File: src/rtl/line_stream_feeder.sv
// Frame source: streams frame-memory lines to the image core, preload lines back to back,
// remaining lines and trailing zero pad lines on core requests, with a 2-entry output FIFO.
//
// state    | meaning
// ---------+--------------------------------------------------------
// IDLE     | waiting for start
// PRELOAD  | issuing the first PRELOAD_LINES lines unconditionally
// WAIT_REQ | image line pending, waiting for a captured request
// LINE     | issuing one image line
// PAD_WAIT | pad line pending, waiting for a captured request
// PAD      | issuing one zero line
// DONE     | all slots issued, draining the output FIFO
module line_stream_feeder #(
    parameter int IMG_WIDTH     = 512,
    parameter int IMG_HEIGHT    = 512,
    parameter int PIXEL_W       = 8,
    parameter int PRELOAD_LINES = 4,
    parameter int PAD_LINES     = 2,
    parameter int ADDR_W        = 18
) (
    input  logic               clk,
    input  logic               reset_n,
    input  logic               start,
    input  logic [ADDR_W-1:0]  base_addr,
    output logic               rd_en,
    output logic [ADDR_W-1:0]  rd_addr,
    input  logic [PIXEL_W-1:0] rd_data,
    input  logic               line_req,
    output logic [PIXEL_W-1:0] outData,
    output logic               outDataValid,
    input  logic               outDataReady,
    output logic               busy,
    output logic               done,
    output logic               req_overflow
);

    localparam int COL_W       = (IMG_WIDTH > 1) ? $clog2(IMG_WIDTH) : 1;
    localparam int TOTAL_LINES = IMG_HEIGHT + PAD_LINES;
    localparam int LINE_W      = $clog2(TOTAL_LINES + 1);

    localparam logic [COL_W-1:0]  COL_LAST = COL_W'(IMG_WIDTH - 1);
    localparam logic [LINE_W-1:0] PRE_END  = LINE_W'(PRELOAD_LINES);
    localparam logic [LINE_W-1:0] IMG_END  = LINE_W'(IMG_HEIGHT);
    localparam logic [LINE_W-1:0] PAD_END  = LINE_W'(TOTAL_LINES);

    typedef enum logic [2:0] {
        IDLE, PRELOAD, WAIT_REQ, LINE, PAD_WAIT, PAD, DONE
    } state_t;

    state_t state, nextState, postImage;

    logic [ADDR_W-1:0]  baseQ, addrOff;
    logic [COL_W-1:0]   colLeft;
    logic [LINE_W-1:0]  lineCount, lineNext;
    logic               reqQ, reqQQ, reqEdge;
    logic [1:0]         pending;
    logic               consume;

    logic [PIXEL_W-1:0] fifoMem [2];
    logic               wrPtr, rdPtr;
    logic [1:0]         fifoCount;
    logic               inflight, inflightZero;
    logic [PIXEL_W-1:0] arriveData;
    logic               pop, push, popFifo;
    logic [2:0]         occAfterPop;
    logic               issueState, issue, lineEnd, drained, startAccept;

    assign startAccept = (state == IDLE) && start;
    assign pop         = outDataValid && outDataReady;
    assign occAfterPop = 3'(fifoCount) + 3'(inflight) - 3'(pop);
    assign issueState  = (state == PRELOAD) || (state == LINE) || (state == PAD);
    assign issue       = issueState && (occAfterPop < 3'd2);
    assign lineEnd     = issue && (colLeft == '0);
    assign lineNext    = lineCount + 1'b1;
    assign reqEdge     = reqQ && !reqQQ;
    assign consume     = ((state == WAIT_REQ) || (state == PAD_WAIT)) && (pending != 2'd0);
    assign drained     = (fifoCount == 2'd0) && !inflight;
    assign arriveData  = inflightZero ? '0 : rd_data;
    // An empty FIFO passes the arriving pixel straight through; a stalled one is captured.
    assign push        = inflight && !((fifoCount == 2'd0) && pop);
    assign popFifo     = pop && (fifoCount != 2'd0);

    always_ff @(posedge clk or negedge reset_n) begin
        if (!reset_n) state <= IDLE;
        else          state <= nextState;
    end

    always_comb begin
        nextState = state;
        postImage = (PAD_LINES == 0) ? DONE : PAD_WAIT;
        case (state)
            IDLE:     if (start) nextState = (PRELOAD_LINES == 0) ? WAIT_REQ : PRELOAD;
            PRELOAD:  if (lineEnd && (lineNext == PRE_END))
                          nextState = (lineNext == IMG_END) ? postImage : WAIT_REQ;
            WAIT_REQ: if (pending != 2'd0) nextState = LINE;
            LINE:     if (lineEnd) nextState = (lineNext == IMG_END) ? postImage : WAIT_REQ;
            PAD_WAIT: if (pending != 2'd0) nextState = PAD;
            PAD:      if (lineEnd) nextState = (lineNext == PAD_END) ? DONE : PAD_WAIT;
            DONE:     if (drained) nextState = IDLE;
            default:  nextState = IDLE;
        endcase
    end

    always_comb begin
        rd_en        = issue && (state != PAD);
        rd_addr      = rd_en ? (baseQ + addrOff) : '0;
        done         = (state == DONE) && drained;
        busy         = (state != IDLE) && !done;
        outDataValid = (fifoCount != 2'd0) || inflight;
        outData      = '0;
        if (fifoCount != 2'd0) outData = fifoMem[rdPtr];
        else if (inflight)     outData = arriveData;
    end

    always_ff @(posedge clk or negedge reset_n) begin
        if (!reset_n) begin
            baseQ        <= '0;
            addrOff      <= '0;
            colLeft      <= '0;
            lineCount    <= '0;
            reqQ         <= 1'b0;
            reqQQ        <= 1'b0;
            pending      <= 2'd0;
            req_overflow <= 1'b0;
        end else begin
            reqQ  <= line_req;
            reqQQ <= reqQ;
            if (startAccept) begin
                baseQ        <= base_addr;
                addrOff      <= '0;
                colLeft      <= COL_LAST;
                lineCount    <= '0;
                req_overflow <= 1'b0;
            end else if (issue) begin
                if (state != PAD) addrOff <= addrOff + 1'b1;
                if (colLeft == '0) begin
                    colLeft   <= COL_LAST;
                    lineCount <= lineNext;
                end else begin
                    colLeft <= colLeft - 1'b1;
                end
            end
            if (state == IDLE) begin
                pending <= 2'd0;
            end else begin
                case ({reqEdge, consume})
                    2'b10: begin
                        if (pending == 2'd3) req_overflow <= 1'b1;
                        else                 pending      <= pending + 2'd1;
                    end
                    2'b01:   pending <= pending - 2'd1;
                    default: ;
                endcase
            end
        end
    end

    always_ff @(posedge clk or negedge reset_n) begin
        if (!reset_n) begin
            fifoMem[0]   <= '0;
            fifoMem[1]   <= '0;
            wrPtr        <= 1'b0;
            rdPtr        <= 1'b0;
            fifoCount    <= 2'd0;
            inflight     <= 1'b0;
            inflightZero <= 1'b0;
        end else begin
            inflight     <= issue;
            inflightZero <= issue && (state == PAD);
            if (push) begin
                fifoMem[wrPtr] <= arriveData;
                wrPtr          <= ~wrPtr;
            end
            if (popFifo) rdPtr <= ~rdPtr;
            case ({push, popFifo})
                2'b10:   fifoCount <= fifoCount + 2'd1;
                2'b01:   fifoCount <= fifoCount - 2'd1;
                default: ;
            endcase
        end
    end

endmodule

File: config.mk
export PLATFORM = sky130hd
export DESIGN_NAME = line_stream_feeder
export DESIGN_NICKNAME = d
export VERILOG_FILES = /design/src/rtl/line_stream_feeder.sv
export SDC_FILE = /design/constraint.sdc
export NUM_CORES = 1
export LEC_CHECK = 0
export CAP_MARGIN = 0
export CORE_ASPECT_RATIO = 0.5
export CORE_MARGIN = 4
export CORE_UTILIZATION = 38
export DETAILED_ROUTE_END_ITERATION = 12
export RECOVER_POWER = 100
export SLEW_MARGIN = 20
export SYNTH_ARGS = -nofsm -noshare
export SYNTH_HDL_FRONTEND = slang
export SYNTH_SLANG_ARGS = --single-unit
File: constraint.sdc
create_clock -name clk -period 3.8 [get_ports clk]
set_clock_uncertainty 0.15 [all_clocks]
set_input_delay 0.38 -clock clk [delete_from_list [all_inputs] [get_ports clk]]
set_output_delay 0.38 -clock clk [all_outputs]
set_load 0.05 [all_outputs]
After elaboration in Yosys (flattened, before gate mapping)
Index checks and enable logic that the tools add are counted.
{ "op_classes": {"order_cmp": 4, "addsub": 10, "mux": 37, "eq_ne": 23, "reduce_logical": 39, "bitwise": 4} }
{ "ops": {"columns": ["cell", "n"], "rows": [
  ["two-way mux 18 bit", 4],
  ["two-way mux 8 bit", 7],
  ["two-way mux 10 bit", 3],
  ["two-way mux 9 bit", 3],
  ["two-way mux 3 bit", 8],
  ["case mux 3 bit (7 select lines)", 1],
  ["equality test 10 bit (second input constant)", 2],
  ["adder 18 x 1 -> 18 bit (second input constant)", 1],
  ["adder 18 bit", 1],
  ["bitwise mux 16 bit", 1],
  ["logical AND 1 bit", 16],
  ["nonzero test 2 bit", 6],
  ["adder 10 x 1 -> 10 bit (second input constant)", 1],
  ["equality test 10 x 3 -> 1 bit (second input constant)", 1],
  ["equality test 3 bit (second input constant)", 3],
  ["logical NOT 9 bit", 1],
  ["subtractor 9 x 1 -> 9 bit (second input constant)", 1],
  ["demux 8 bit (select 1 bit)", 1],
  ["!= test 2 bit (second input constant)", 4],
  ["case mux 2 bit (2 select lines)", 2],
  ["AND reduction 7 bit", 1],
  ["equality test 2 bit (second input constant)", 3],
  ["equality test 3 x 2 -> 1 bit (second input constant)", 2],
  ["two-way mux 2 bit", 3],
  ["other kinds (20)", 41]
]} }
{ "totals": {"register_bits": 85, "input_bits": 31, "output_inout_bits": 31, "word_cells": 133} }

Logic depth before layout (Yosys ltp)
Gate-level depths: netlist of the first run.
{ "depth": {"ltp_word": 10, "depth_mapped": 14, "mapped_depth_nobuf": 12} }

Worst setup path before layout of the first run
No wires, ideal clock.
{ "synth_timing": {"path_type": "register to output", "from": "reg fifoCount[1]", "to": "out rd_addr[3]", "path_slack_ps": -897, "stages_incl_launch_ff": 13, "path_buffers": 3, "arrival_time_ps": 4167, "t_required_ps": 3270, "cell_sequence": "dfrtp_1 > or3_1 > clkbuf_1 > and2_1 > ha_1 > nand2b_1 > fa_1 > xnor2_2 > nand2_1 > or2_0 > clkbuf_1 > clkbuf_1 > nor3_1"} }
{ "synth_via": {"elab_chain_cells": 8, "word_cells_on_any_way": 9, "cone_classes": "2 x add/sub; 1 x order compare; 1 x mux; 5 x reduce/logical"} }
{ "synth_lines": {"columns": ["item", "line_no", "rtl"], "rows": [
  ["start, declared", "61", "logic [1:0] fifoCount;"],
  ["start signal, assigned", "176", "2'b10: fifoCount <= fifoCount + 2'd1;"],
  ["start signal, assigned", "177", "2'b01: fifoCount <= fifoCount - 2'd1;"],
  ["nonzero test 2 bit", "109", "outDataValid = (fifoCount != 2'd0) || inflight;"],
  ["logical OR 1 bit", "109", null],
  ["net outDataValid", "30", "output logic outDataValid,"],
  ["logical AND 1 bit", "69", "assign pop = outDataValid && outDataReady;"],
  ["subtractor 3 x 1 -> 3 bit", "70", "assign occAfterPop = 3'(fifoCount) + 3'(inflight) - 3'(pop);"],
  ["< comparator 3 x 2 -> 1 bit", "72", "assign issue = issueState && (occAfterPop < 3'd2);"],
  ["logical AND 1 bit", "72", null],
  ["logical AND 1 bit", "105", "rd_en = issue && (state != PAD);"],
  ["two-way mux 18 bit", "106", "rd_addr = rd_en ? (baseQ + addrOff) : '0;"],
  ["end, declared", "26", "output logic [ADDR_W-1:0] rd_addr,"]
]} }
The timed path passes the listed nets, and every way through them passes these cells.

Worst setup path after layout of the first run
{ "layout_timing": {"from": "reg fifoCount[1]", "to": "out rd_addr[14]"} }
{ "layout_via": {"elab_chain_cells": 8, "word_cells_on_any_way": 9, "cone_classes": "2 x add/sub; 1 x order compare; 1 x mux; 5 x reduce/logical"} }
{ "layout_lines": {"columns": ["item", "line_no"], "rows": [
  ["branches (longest 3 deep; another with adder 2 x 1 -> 3 bit)", null],
  ["subtractor 3 x 1 -> 3 bit *", "70"],
  ["< comparator 3 x 2 -> 1 bit *", "72"],
  ["logical AND 1 bit *", "72"],
  ["logical AND 1 bit *", "105"],
  ["two-way mux 18 bit *", "106"]
]} }
Mark *: on every way between the ends.

==> reports/results.ini, run 1 <==
[cts]
cts_made_buffers = 9
clockBufferDepth = 2
postCtsHoldBufs = 0
path_clk_slew_ns = 0.06
cts-root-buf = clkbuf_16
clkSinkCount = 85
clkLatencyLatePin_ns = 0.34
h-tree-depth = 3
cts_tree = yes

[critical_path]
r2r_cells = 13
end_kind = output port
crit_slowest_cell = or4_4
cp_data_arrival_time_ns = 3.19
crit_fanout = 3
critical_path_class = reg -> out
critPathMaxStageDelay_ns = 0.50
worstPathCellList = or3_4 > and2_4 > ha_4 > nand2b_4 > fa_2 > xnor2_2 > nand2_1 > or2_4 > or4_4 > nand3_4 > buf_12
path_delay_family = simple AND/OR/NAND/NOR gates
crit_buf_inv = 1
path_depth = 11
reg2reg_from = fifoCount[1]
r2r_slack_ns = 0.44
crit_path_start_kind = flip-flop
reg2reg_to = addrOff[16]
worst_ep_required_time_ns = 3.27

[power]
leakage_nw = 2.90
ir_drop_mv = 0.290
power_per_cell_area_nw_per_um2 = 779
finalPower_mw = 5.25

[placed_design]
port_buffers = 61
placed_cell_area_um2 = 6440
finalWeightedCongestion = 0.843
dp_hpwl_um = 8830

[global_routing]
grt_start_max_net_pins = 73
grt_first_pass_wirelength_um = 21600
grt_overflow = 0
grt_pass1_vias = 4331
antenna_found_initial = 0
grt_use_total = 0.164

[min_path]
hp-class = reg -> reg
hold-path-cell-count = 0
hold_start = reqQ
hold_end = reqQQ

[floorplanning]
die_y_um = 91.5
initial_core_util = 0.390
core_area_um2 = 13600
row_count = 30
die_x_um = 175
die-area_um2 = 16000
pin_count = 62

[sta]
tightest_slew_ns = 1.83
slew_viol_final = 73
rsz0062_at_grt = yes
setup-tns-final_ns = 0
max-slew-margin-rel = -0.221
final-hold-violation-count = 0
period_needed_ns = 3.72
max_freq_mhz = 269
period_share = 0.978
setup_viol = 0

[synth]
synth_nets = 639
synthDistinctLibCells = 62
syn_avg_cell_area_um2 = 9.11
ys_ff_latch = 85
synth_area_leaders = dfrtp_1, nand2_1, ha_1
synth_top_area_frac = 0.401
synth_warnings = 0
synth_edf_count = 0
synth_ff_type = dfrtp_1
postSynthCellCount = 582
netlist_area_um2 = 5300
post-synth-top-area-cell = dfrtp_1
synthArstFlopShare = 1.00
yosysSeqAreaShare = 0.401
yosysMostFrequentCell = nand2_1
synthTopCellsByCount = nand2_1, dfrtp_1, nor2_1

[final_layout]
design_area_um2 = 6740
utilization = 0.496
n_fill_cell = 1296
seq_area_um2 = 2130
multi_input_area_um2 = 3130
area_growth_pct = 27.1
antennaDiodeCount = 0
drive_gt1_frac = 0.156
nets = 705

[route]
drc = 0
drtIter0Drc = 265
vias = 4375
drtPass1Iterations = 4
drt_wl_total_um = 12300
postRouteAntennaNets = 0
routedWlPerCell_um = 14.5
avgViaCountPerCell = 5.18

[outcome]
violations = max-capacitance violations, max-slew violations
status = finished, violations left

[job]
maxCapViolations = 1

area by class of cell:
class                      instances  share of cell area
tap                              192              0.0356
clock inverter                     1             0.00445
multi-input combinational        456               0.465
inverter                          17              0.0104
sequential                        85               0.316
clock buffer                      15              0.0382
timing repair buffer              79               0.131
flip-flops by register name, indices dropped and copies added, names as in the netlist:
name	flops
addrOff	18
baseQ	18
fifoMem	16
lineCount	10
colLeft	9
state	3
fifoCount	2
pending	2
inflight	1
inflightZero	1
rdPtr	1
reqQ	1
reqQQ	1
req_overflow	1
wrPtr	1
placed cells by master, fill, tap and decap left out, types with 7 or more instances in the layout:
| cell type | count |
|---|---|
| nand2_1 | 94 |
| dfrtp_1 | 83 |
| nor2_1 | 41 |
| clkdlybuf4s50_1 | 39 |
| o21ai_0 | 33 |
| nand3_1 | 26 |
| xnor2_1 | 25 |
| a21oi_1 | 23 |
| ha_1 | 23 |
| buf_4 | 18 |
| mux2_2 | 16 |
| buf_12 | 16 |
| inv_1 | 15 |
| nor2b_1 | 13 |
| nor3_1 | 13 |
| xor2_1 | 13 |
| or3_1 | 11 |
| clkbuf_16 | 9 |
| mux2i_1 | 8 |
| nor2_2 | 8 |
| clkbuf_1 | 8 |
| a21o_1 | 7 |
through the flow:
stage          instances  hold slack, ns  setup slack (ns)
2_1_floorplan        582         -0.0656          -0.00289
3_3_place_gp         827           0.209             0.205
3_5_place_dp         827           0.212             0.177
4_1_cts              844          0.0664           0.00277
5_1_grt              845           0.244         -0.000694
6_report             845           0.219            0.0825
worst max path at each step:
stage | start | endpoint | slack (ns)
2_1_floorplan | fifoCount[0] | rd_addr[14] | -0.003
3_3_place_gp | outDataReady | rd_addr[14] | 0.21
3_5_place_dp | outDataReady | rd_addr[14] | 0.18
4_1_cts | fifoCount[0] | rd_addr[14] | 0.003
5_1_grt | fifoCount[1] | rd_addr[10] | -0.0007
6_report | fifoCount[1] | rd_addr[14] | 0.08
kinds of logic (layout without fill, tap and decap cells):
logic type	count (synthesis)	count (layout)	share of synthesized area
xor+xnor	39	39	0.0658
compound gates	107	107	0.137
fa+ha+maj	26	26	0.0642
flops	85	85	0.401
buf+inv	41	112	0.0347
mux	27	27	0.0547
simple gates	257	257	0.243
report_power, final:
part | total, mW | switching (mW) | internal (mW)
clock | 0.865 | 0.336 | 0.529
sequential | 1.40 | 0.224 | 1.18
combinational | 2.98 | 1.76 | 1.23
total | 5.25 | 2.32 | 2.94
repair_timing:
item / in CTS / in global routing
buffers inserted: 1 / 1
resized for setup: 2 / 1
setup endpoints to repair: 8 / 6
pin swaps: 3 / 4
cloned: 0 / 0
layer usage:
metal / up-vias / share of wire / wire (um) / GRT usage
li1: 2185 / - / - / -
met1: 2102 / 0.50 / 6180 / 0.230
met2: 68 / 0.45 / 5460 / 0.255
met3: 20 / 0.033 / 407 / 0.0337
met4: 0 / 0.017 / 207 / 0.0516
met5: - / 0 / 0 / 0
(Power assumes the default switching activity.)
==> run 2, diff against run 1 <==
--- a/config.mk
+++ b/config.mk
@@ -10,7 +10,7 @@
 export CORE_MARGIN = 4
 export CORE_UTILIZATION = 38
 export DETAILED_ROUTE_END_ITERATION = 12
-export RECOVER_POWER = 100
+export SKIP_CTS_REPAIR_TIMING = 1
 export SLEW_MARGIN = 20
 export SYNTH_ARGS = -nofsm -noshare
 export SYNTH_HDL_FRONTEND = slang
==> reports/results.ini, run 2 (synthesized netlist as in run 1, its figures left out) <==
[outcome]
status = finished, final reports clean

[floorplanning]
row_count = 30
core_area_um2 = 13600
die_x_um = 175
die-area_um2 = 16000
pin_count = 62
initial_core_util = 0.390
die_y_um = 91.5

[route]
met2WireLength_um = 5520
dr_wl_met3_um = 366
routedWlPerCell_um = 14.5
drtPass1Iterations = 4
drt-met1-wl_um = 6150
drtIter0Drc = 260
drt_wl_total_um = 12200
drc = 0
vias = 4361
highest_layer = met4
avgViaCountPerCell = 5.17
postRouteAntennaNets = 0

[global_routing]
grt_use_total = 0.163
grt_start_max_net_pins = 73
grt_pass1_vias = 4318
grt_first_pass_wirelength_um = 21500
grt_overflow = 0
antenna_found_initial = 0

[critical_path]
crit_path_start_kind = flip-flop
crit_buf_inv = 1
worst_ep_required_time_ns = 3.27
critical_path_class = reg -> out
reg2reg_to = addrOff[16]
reg2reg_from = fifoCount[1]
end_kind = output port
r2r_cells = 13
critPathMaxStageDelay_ns = 0.57
path_delay_family = simple AND/OR/NAND/NOR gates
worstPathCellList = or3_4 > and2_4 > ha_4 > nand2b_4 > fa_2 > nand2_2 > or2_4 > or4_4 > nand3_4 > buf_12
r2r_slack_ns = 0.42
crit_slowest_cell = fa_2
crit_fanout = 3
cp_data_arrival_time_ns = 3.22

[sta]
tightest_slew_ns = 0.919
final-hold-violation-count = 0
period_share = 0.986
slew_viol_final = 0
max_freq_mhz = 267
setup_viol = 0
period_needed_ns = 3.75
max-slew-margin-rel = 0.387

[job]
maxCapViolations = 0

[placed_design]
finalWeightedCongestion = 0.843
port_buffers = 61
dp_hpwl_um = 8830
placed_cells = 827

[min_path]
hp-class = in -> async

[cts]
cts_tree = yes
clockBufferDepth = 2
cts_made_buffers = 9
path_clk_slew_ns = 0.06
clkSinkCount = 85
cts-root-buf = clkbuf_16
clkLatencyLatePin_ns = 0.34
h-tree-depth = 3

[power]
ir_drop_mv = 0.289
leakage_nw = 2.90
power_per_cell_area_nw_per_um2 = 779

[final_layout]
utilization = 0.497
instances_no_fill = 844
antennaDiodeCount = 0
drive_gt1_frac = 0.163
nets = 704
top_regs = addrOff: 18 flops, baseQ: 18 flops, fifoMem: 16 flops
layout_commonest_cell = nand2_1
mostFrequentLayoutCells = nand2_1, dfrtp_1, nor2_1, clkdlybuf4s50_1, o21ai_0
n_fill_cell = 1296
area_growth_pct = 27.3

-- run 2: through the flow --
stage / setup WS [ns] / power [mW] / area [um^2] / setup TNS (ns) / hold slack [ns]
global placement: 0.205 / 4.33 / 6440 / 0 / 0.209
floorplan: -0.00289 / 3.45 / 5480 / -0.00289 / -0.0656
detailed placement: 0.177 / 4.38 / 6440 / 0 / 0.212
CTS: -0.149 / 5.27 / 6730 / -0.463 / 0.0664
global route: -0.00877 / 5.60 / 6750 / -0.0163 / 0.0974
finish: 0.0536 / 5.26 / 6750 / 0 / 0.0283
-- run 2: worst max-delay path by stage --
stage             endpoint  cells after the start         start  slack [ns]
2_1_floorplan  rd_addr[14]                     12  fifoCount[0]      -0.003
3_3_place_gp   rd_addr[14]                     10  outDataReady        0.21
3_5_place_dp   rd_addr[14]                     10  outDataReady        0.18
4_1_cts        rd_addr[14]                     10  fifoCount[0]       -0.15
5_1_grt        rd_addr[14]                     10  fifoCount[1]      -0.009
6_report       rd_addr[14]                     10  fifoCount[1]        0.05
-- run 2: metal layers --
layer  GRT usage  vias to the layer above
met2       0.254                       58
met4      0.0516                        0
met1       0.229                     2097
li1            -                     2186
met5           0                        -
met3      0.0337                       20
-- run 2: where the power goes --
| group | switching (mW) | internal, mW | total [mW] | leakage [nW] |
|---|---|---|---|---|
| combinational | 1.76 | 1.23 | 2.99 | 1.70 |
| clock | 0.336 | 0.529 | 0.864 | 0.138 |
| sequential | 0.223 | 1.18 | 1.40 | 1.06 |
| total | 2.32 | 2.94 | 5.26 | 2.90 |
-- run 2: cell type report --
| type | count | area [um^2] | share of cell area |
|---|---|---|---|
| repair buffers | 78 | 888 | 0.132 |
| inverters | 17 | 70.1 | 0.0104 |
| clock inverters | 1 | 30.0 | 0.00445 |
| flip-flops and latches | 85 | 2130 | 0.315 |
| multi-input cells | 456 | 3140 | 0.465 |
| clock buffers | 15 | 258 | 0.0382 |
| well taps | 192 | 240 | 0.0356 |
